<file path="config.mk">
export PLATFORM = sky130hd
export DESIGN_NAME = systolic_array_ctrl
export DESIGN_NICKNAME = d
export VERILOG_FILES = /design/src/rtl/systolic_array_ctrl.sv
export SDC_FILE = /design/constraint.sdc
export NUM_CORES = 1
export LEC_CHECK = 0
export ABC_CLOCK_PERIOD_IN_PS = 2500
export CORE_AREA = 2 2 307 309
export CTS_CLUSTER_SIZE = 25
export DETAILED_ROUTE_END_ITERATION = 6
export DIE_AREA = 0 0 309 311
export MAX_ROUTING_LAYER = met4
export SLEW_MARGIN = 20
export SYNTH_ARGS = -nofsm -noshare
export SYNTH_HDL_FRONTEND = slang
export SYNTH_SLANG_ARGS = --single-unit
</file>
<file path="constraint.sdc">
create_clock -name clk -period 2.5 [get_ports clk]
set_clock_uncertainty 0.15 [all_clocks]
set_input_delay 0.375 -clock clk [delete_from_list [all_inputs] [get_ports clk]]
set_output_delay 0.375 -clock clk [all_outputs]
set_load 0.03 [all_outputs]
</file>
<file path="src/rtl/systolic_array_ctrl.sv">
// Sequencer for an N x N systolic matmul array: clear, skewed operand feed, row-by-row result drain.
// Feed lanes are zero-padded and skewed by lane index; the drain holds row/data steady while res_ready_i is low.
module systolic_array_ctrl #(
    parameter int N      = 4,
    parameter int K_MAX  = 16,
    parameter int DATA_W = 8,
    parameter int MAC_W  = 32,
    parameter int AW     = $clog2(K_MAX),
    localparam int KLW   = $clog2(K_MAX + 1),
    localparam int RW    = $clog2(N)
) (
    input  logic                  clk,
    input  logic                  rst,
    input  logic                  start_i,
    input  logic [KLW-1:0]        k_len_i,
    output logic                  busy_o,
    output logic                  done_o,
    output logic                  a_rd_en_o,
    output logic [AW-1:0]         a_rd_addr_o,
    input  logic [N*DATA_W-1:0]   a_rd_data_i,
    output logic                  b_rd_en_o,
    output logic [AW-1:0]         b_rd_addr_o,
    input  logic [N*DATA_W-1:0]   b_rd_data_i,
    output logic [N*DATA_W-1:0]   arr_a_west_o,
    output logic [N*DATA_W-1:0]   arr_b_north_o,
    output logic                  pe_load_o,
    output logic                  pe_clr_o,
    input  logic [N*N*MAC_W-1:0]  arr_result_i,
    output logic                  res_valid_o,
    input  logic                  res_ready_i,
    output logic [RW-1:0]         res_row_o,
    output logic [N*MAC_W-1:0]    res_data_o
);
    localparam int CW = $clog2(K_MAX + 2*N);

    typedef enum logic [2:0] {S_IDLE, S_CLEAR, S_FEED, S_DRAIN, S_DONE} state_t;

    state_t           state_q, state_d;
    logic [CW-1:0]    cnt_q, cnt_d;
    logic [KLW-1:0]   k_q, k_d;
    logic [RW-1:0]    row_q, row_d;
    logic             rd_vld_q;
    logic             feed_rd;
    logic [CW-1:0]    feed_last;
    logic [N*DATA_W-1:0] a_gated, b_gated;

    // Last FEED cycle is where PE(N-1,N-1) consumes its final product.
    assign feed_last = CW'(k_q) + CW'(2*N - 2);
    assign feed_rd   = (state_q == S_FEED) && (cnt_q < CW'(k_q));

    always_ff @(posedge clk) begin
        if (rst) begin
            state_q <= S_IDLE;
        end else begin
            state_q <= state_d;
        end
    end

    always_comb begin
        state_d = state_q;
        cnt_d   = cnt_q;
        k_d     = k_q;
        row_d   = row_q;
        case (state_q)
            S_IDLE: begin
                if (start_i) begin
                    k_d     = (k_len_i > KLW'(K_MAX)) ? KLW'(K_MAX) : k_len_i;
                    state_d = S_CLEAR;
                end
            end
            S_CLEAR: begin
                cnt_d   = '0;
                row_d   = '0;
                state_d = (k_q == '0) ? S_DRAIN : S_FEED;
            end
            S_FEED: begin
                cnt_d = cnt_q + 1'b1;
                if (cnt_q == feed_last) begin
                    state_d = S_DRAIN;
                end
            end
            S_DRAIN: begin
                if (res_ready_i) begin
                    if (row_q == RW'(N - 1)) begin
                        state_d = S_DONE;
                    end else begin
                        row_d = row_q + 1'b1;
                    end
                end
            end
            S_DONE: state_d = S_IDLE;
            default: state_d = S_IDLE;
        endcase
    end

    always_comb begin
        busy_o      = (state_q != S_IDLE);
        done_o      = (state_q == S_DONE);
        pe_clr_o    = (state_q == S_CLEAR);
        pe_load_o   = (state_q == S_FEED) && (cnt_q != '0);
        res_valid_o = (state_q == S_DRAIN);
        a_rd_en_o   = feed_rd;
        b_rd_en_o   = feed_rd;
        a_rd_addr_o = feed_rd ? cnt_q[AW-1:0] : '0;
        b_rd_addr_o = feed_rd ? cnt_q[AW-1:0] : '0;
        res_row_o   = row_q;
        res_data_o  = '0;
        for (int j = 0; j < N; j++) begin
            res_data_o[j*MAC_W +: MAC_W] = arr_result_i[(int'(row_q)*N + j)*MAC_W +: MAC_W];
        end
    end

    always_ff @(posedge clk) begin
        if (rst) begin
            cnt_q    <= '0;
            k_q      <= '0;
            row_q    <= '0;
            rd_vld_q <= 1'b0;
        end else begin
            cnt_q    <= cnt_d;
            k_q      <= k_d;
            row_q    <= row_d;
            rd_vld_q <= feed_rd;
        end
    end

    // Read data is only meaningful the cycle after a strobe; otherwise feed zeros.
    assign a_gated = rd_vld_q ? a_rd_data_i : '0;
    assign b_gated = rd_vld_q ? b_rd_data_i : '0;

    assign arr_a_west_o[0 +: DATA_W]  = a_gated[0 +: DATA_W];
    assign arr_b_north_o[0 +: DATA_W] = b_gated[0 +: DATA_W];

    for (genvar gi = 1; gi < N; gi++) begin : g_skew
        logic [DATA_W-1:0] a_dly_q [gi];
        logic [DATA_W-1:0] b_dly_q [gi];

        always_ff @(posedge clk) begin
            if (rst) begin
                for (int d = 0; d < gi; d++) begin
                    a_dly_q[d] <= '0;
                    b_dly_q[d] <= '0;
                end
            end else begin
                a_dly_q[0] <= a_gated[gi*DATA_W +: DATA_W];
                b_dly_q[0] <= b_gated[gi*DATA_W +: DATA_W];
                for (int d = 1; d < gi; d++) begin
                    a_dly_q[d] <= a_dly_q[d-1];
                    b_dly_q[d] <= b_dly_q[d-1];
                end
            end
        end

        assign arr_a_west_o[gi*DATA_W +: DATA_W]  = a_dly_q[gi-1];
        assign arr_b_north_o[gi*DATA_W +: DATA_W] = b_dly_q[gi-1];
    end

endmodule
</file>
[Word level (Yosys, flattened, before mapping)]
Memory sizes are Yosys's and may differ from the RTL's.
Cells that the tools add are included.
Widths: inputs -> output; s select.
Operators by class
  multiplexer cells: 31
  order comparisons: 2
  bitwise logic cells: 10
  add/subtract/negate cells: 6
  shift-type cells: 4
  reduce and logical (&&, ||, !) cells: 13
  equality and inequality tests: 11
Operators with widths (count)
  $shiftx 512x11->32: 3
  $shiftx 512x10->32: 1
  $mux 8: 12
  $mux 32: 2
  $reduce_or 8->1: 2
  $mux 3: 4
  $pmux 3 s4: 1
  $add 4x2->5 const B: 2
  $or 1x1->1: 10
  $pmux 5 s2: 1
  $eq 3x2->1 const B: 2
  $mux 1: 6
  $ne 2x1->1 const B: 3
  $add 4x1->5 const B: 1
  $add 5x1->5 const B: 1
  $add 5x3->5 const B: 1
  $eq 5x5->1: 1
  $gt 5x5->1 const B: 1
  $logic_not 5->1: 1
  $lt 5x5->1: 1
  $mux 5: 1
  $reduce_bool 5->1: 1
  $mux 2: 2
  $mux 4: 1
  13 further kinds: 16
Word-level totals
  memories: 6
  logic and storage cells: 88
  output and inout bits: 209
  input port bits: 585
  bits in registers: 16
  RAM bits: 96
Memory list
  g_skew[3].a_dly_q: words 3, width 8, rd ports 3, clocked after memory_dff 0, wr ports 3, line 135  | logic [DATA_W-1:0] a_dly_q [gi];
  g_skew[3].b_dly_q: words 3, width 8, rd ports 3, clocked after memory_dff 0, wr ports 3, line 136  | logic [DATA_W-1:0] b_dly_q [gi];
  g_skew[2].a_dly_q: words 2, width 8, rd ports 2, clocked after memory_dff 0, wr ports 2, line 135
  g_skew[2].b_dly_q: words 2, width 8, rd ports 2, clocked after memory_dff 0, wr ports 2, line 136
  g_skew[1].a_dly_q: words 1, width 8, rd ports 1, clocked after memory_dff 0, wr ports 1, line 135
  g_skew[1].b_dly_q: words 1, width 8, rd ports 1, clocked after memory_dff 0, wr ports 1, line 136

[Depth between registers and ports, before layout]
  word-level depth: 4
  depth in mapped cells: 7
  gate-level depth less buffers: 6

[Worst setup path before layout]
No wires, ideal clock.
  path type: flip-flop to output port
  start: reg k_q[1]
  end: out b_rd_addr_o[1]
  cell stages (with the launch flop): 8
  buffers on the path: 1
  arrival time: 2418 ps
  data required time: 1975 ps
  path slack: -443 ps
  cells stage by stage: dfxtp_1 inv_1 ha_1 nor2b_1 o21ai_1 a21oi_1 nor4_1 buf_4
On the way
  cells in the longest elaborated chain, start to end: 3
Ends and longest elaborated chain
  start, declared: line 40  | logic [KLW-1:0] k_q, k_d;
  start signal, assigned: line 121  | k_q <= k_d;
  $lt 5x5->1: line 49  | assign feed_rd = (state_q == S_FEED) && (cnt_q < CW'(k_q));
  $logic_and 1x1->1: line 49
  $mux 4
  end, declared: line 22  | output logic [AW-1:0] b_rd_addr_o,
Every way passes these cells.

[Final worst setup path]
  start: reg row_q[0] (netlist: res_row_o[0])
  end: out res_data_o[118]
On the way
  cells in the longest elaborated chain, start to end: 2
Ends and longest elaborated chain
  start, declared: line 41  | logic [RW-1:0] row_q, row_d;
  start signal, assigned: line 122  | row_q <= row_d;
  $add 4x2->5: line 109  | res_data_o[j*MAC_W +: MAC_W] = arr_result_i[(int'(row_q)*N + j)*MAC_W +: MAC_W];
  $shiftx 512x11->32: line 109
  end, declared: line 32  | output logic [N*MAC_W-1:0] res_data_o
Every way passes these cells.

==> run metrics <==
CTS HTree Levels 3; most common cell after layout, fill and taps aside clkdlybuf4s50_1; # port buffers 793; worst vdd ir between 0.3 and 0.4 mV; # setup viols final 21; Slew @ Worst Pin 0.656 ns; DRT antenna net count 0; Reg2Reg Setup Slack ~0.17 ns; Via Count between 8000 and 9000; CTS Buf Count 9; Clock transition at path regs ~0.1 ns; commonest non-fill, non-tap cells in the layout clkdlybuf4s50_1, mux4_2, dfxtp_1; violated checks setup timing; Synth Area in XOR/XNOR 0.624%; Yosys cell types 39; TritonCTS clock tree built; detailed-route DRC error count 0; Fmax achieved 393 MHz; post-synthesis compound-gate area fraction 1.80%; final setup margin -0.0416 ns; gpl congestion 0.993; critical path class reg -> out; worst slack, placed -0.0175 ns; Post-DP HPWL 75.4 mm; fill cell count slightly above 10000; status finished with violations; worst-path fanout max 8; largest net degree at the start of global routing 64; Syn. warnings 0; first-pass GRT wire length 100 mm; crit share post-route 102%; nets@finish 1919; Initial Util 7.56%; required time worst endpoint just under 2 ns; pwr/cell area ~340 nW/um^2; initial drt markers 686; CTS Buffer Depth 2; met3 Track Usage GR 10.4%; # rows 112; CP startpoint kind register; Synth Area in Adders 1.61%; via-per-instance ratio between 3 and 4; GRT busiest layer met2; core box area 92800 um^2; min cycle time layout 2.54 ns; Hold/Removal Path Class reg -> reg; Cells after Synth between 500 and 600; max cap viols 0; Final TNS setup -0.248 ns; relative slew slack 56.1%; sequential element share of the synthesized area between 30% and 40%; Slew Viols, Final 0; CP arrival 2.02 ns; Worst setup EP type output port; Synth Area in Simple Gates between 10% and 20%; Post-Syn Nets 1133; Cell Area, Synth between 7000 and 8000 um^2; fraction of layout cells with a size suffix above 1 about 28%; register bit total from synthesis 112; Fin. Hold Viols 0; Core Util, Final 19.2%; grt met2 use 23.6%; CTS Hold Buffers Added 0; Area growth, synth to finish 154%; clock latency on the worst-skew pair 0.38 ns; P_leak 0.00616 uW; CTS Sinks about 110; RSZ-0062 raised after global routing true; 1st-pass router iterations 5; die footprint 96100 um^2; die height 311 um; vias in the first global route 8961; largest family of logic cells by synthesized area multiplexers; Worst Hold Slack 0.287 ns; met1 Use GR ~21%; Avg Cell Area, Syn 13.0 um^2; I/O pin count 794; Routed WL 83.4 mm; global route overflow 0; initial antenna violation count 42; die width 309 um; GRT Total Usage 17.0%; CTS root buffer clkbuf_16; multiplexer area fraction after synthesis 41.4%; WL/cell 31.8 um
## stage by stage
stage / total power (uW) / cells / instance area, um^2
global placement: 4530 / 2549 / 16700
global route: 6360 / 2611 / 17800
CTS: 6160 / 2577 / 17500
detailed placement: 4520 / 2549 / 16700
floorplan: 2690 / 539 / 7030
finish: 6090 / 2619 / 17800
## state kept, by name, summed over array words and instances, names as in the netlist
register	count
rd_vld_q	1
g_skew.a_dly_q	48
g_skew.b_dly_q	48
state_q	3
res_row_o	2
cnt_q	5
k_q	5
## worst max-delay path: stages, from the launching register on
cell	delay, ns
dfxtp_4	0.42
buf_12	0.13
buf_16	0.15
buf_12	0.16
mux4_2	0.55
buf_12	0.18
## synth_stat cells, drive strengths merged
master,number,area share [%]
mux4,128,41
o21bai,1,0.11
a311oi,1,0.12
or4,2,0.21
a31oi,2,0.18
and2,65,5.8
nor4,4,0.36
nand4,2,0.18
nor2,9,0.48
or3,1,0.089
or2,1,0.089
nor3b,3,0.39
nand4b,1,0.12
a21oi,11,0.78
xnor2,5,0.62
inv,9,0.48
nand3,3,0.21
nor3,4,0.29
o21ai,5,0.36
clkbuf,22,1.2
nor2b,50,4.5
nand3b,4,0.43
dfxtp,112,32
nand2,12,0.64
nand2b,3,0.27
mux2,2,0.32
or3b,1,0.12
buf,61,6.0
o31ai,1,0.11
o311a,1,0.14
nor4b,4,0.77
ha,9,1.6
## cells by family after synthesis
logic type,after synthesis
compound gates,22
xor+xnor,5
fa+ha+maj,9
buf+inv,92
flops,112
mux,130
simple gates,169
## cell type report
cell class / count / area (um^2) / share of cell area, %
repair buffers: 858 / 9240 / 51.9
multi-input cells: 335 / 4310 / 24.2
flip-flops and latches: 112 / 2250 / 12.7
well taps: 1254 / 1570 / 8.82
clock buffers: 9 / 225 / 1.27
diodes: 35 / 87.6 / 0.492
clock inverters: 7 / 81.3 / 0.457
inverters: 9 / 33.8 / 0.190
## where the power goes
group	internal [uW]	leakage, uW	switching [uW]
registers	1810	0.000906	18.1
logic	1540	0.00511	1210
clock network	721	0.000151	794
total	4070	0.00616	2020
## worst paths after layout
check                      startpoint                       end  cells after the start
min reg2reg  g_skew[3].b_dly_q[0][14]  g_skew[3].b_dly_q[0][22]                      1
max reg2reg              res_row_o[0]              res_row_o[0]                      8
max                      res_row_o[0]           res_data_o[118]                      5
min          g_skew[3].b_dly_q[0][14]  g_skew[3].b_dly_q[0][22]                      1
## metal layers
metal | routed length (um) | vias to the layer above
met5 | 0 | -
met4 | 1640 | 0
met3 | 12800 | 55
met2 | 33700 | 659
met1 | 35100 | 4215
li1 | - | 3636
## repair_timing
action | CTS | global route
setup buffers | 7 | 4
gates cloned | 5 | 4
pin swaps | 4 | 3
setup endpoints to repair | 117 | 114
resized for setup | 89 | 39
No activity file was read; power rests on OpenSTA's default activity.
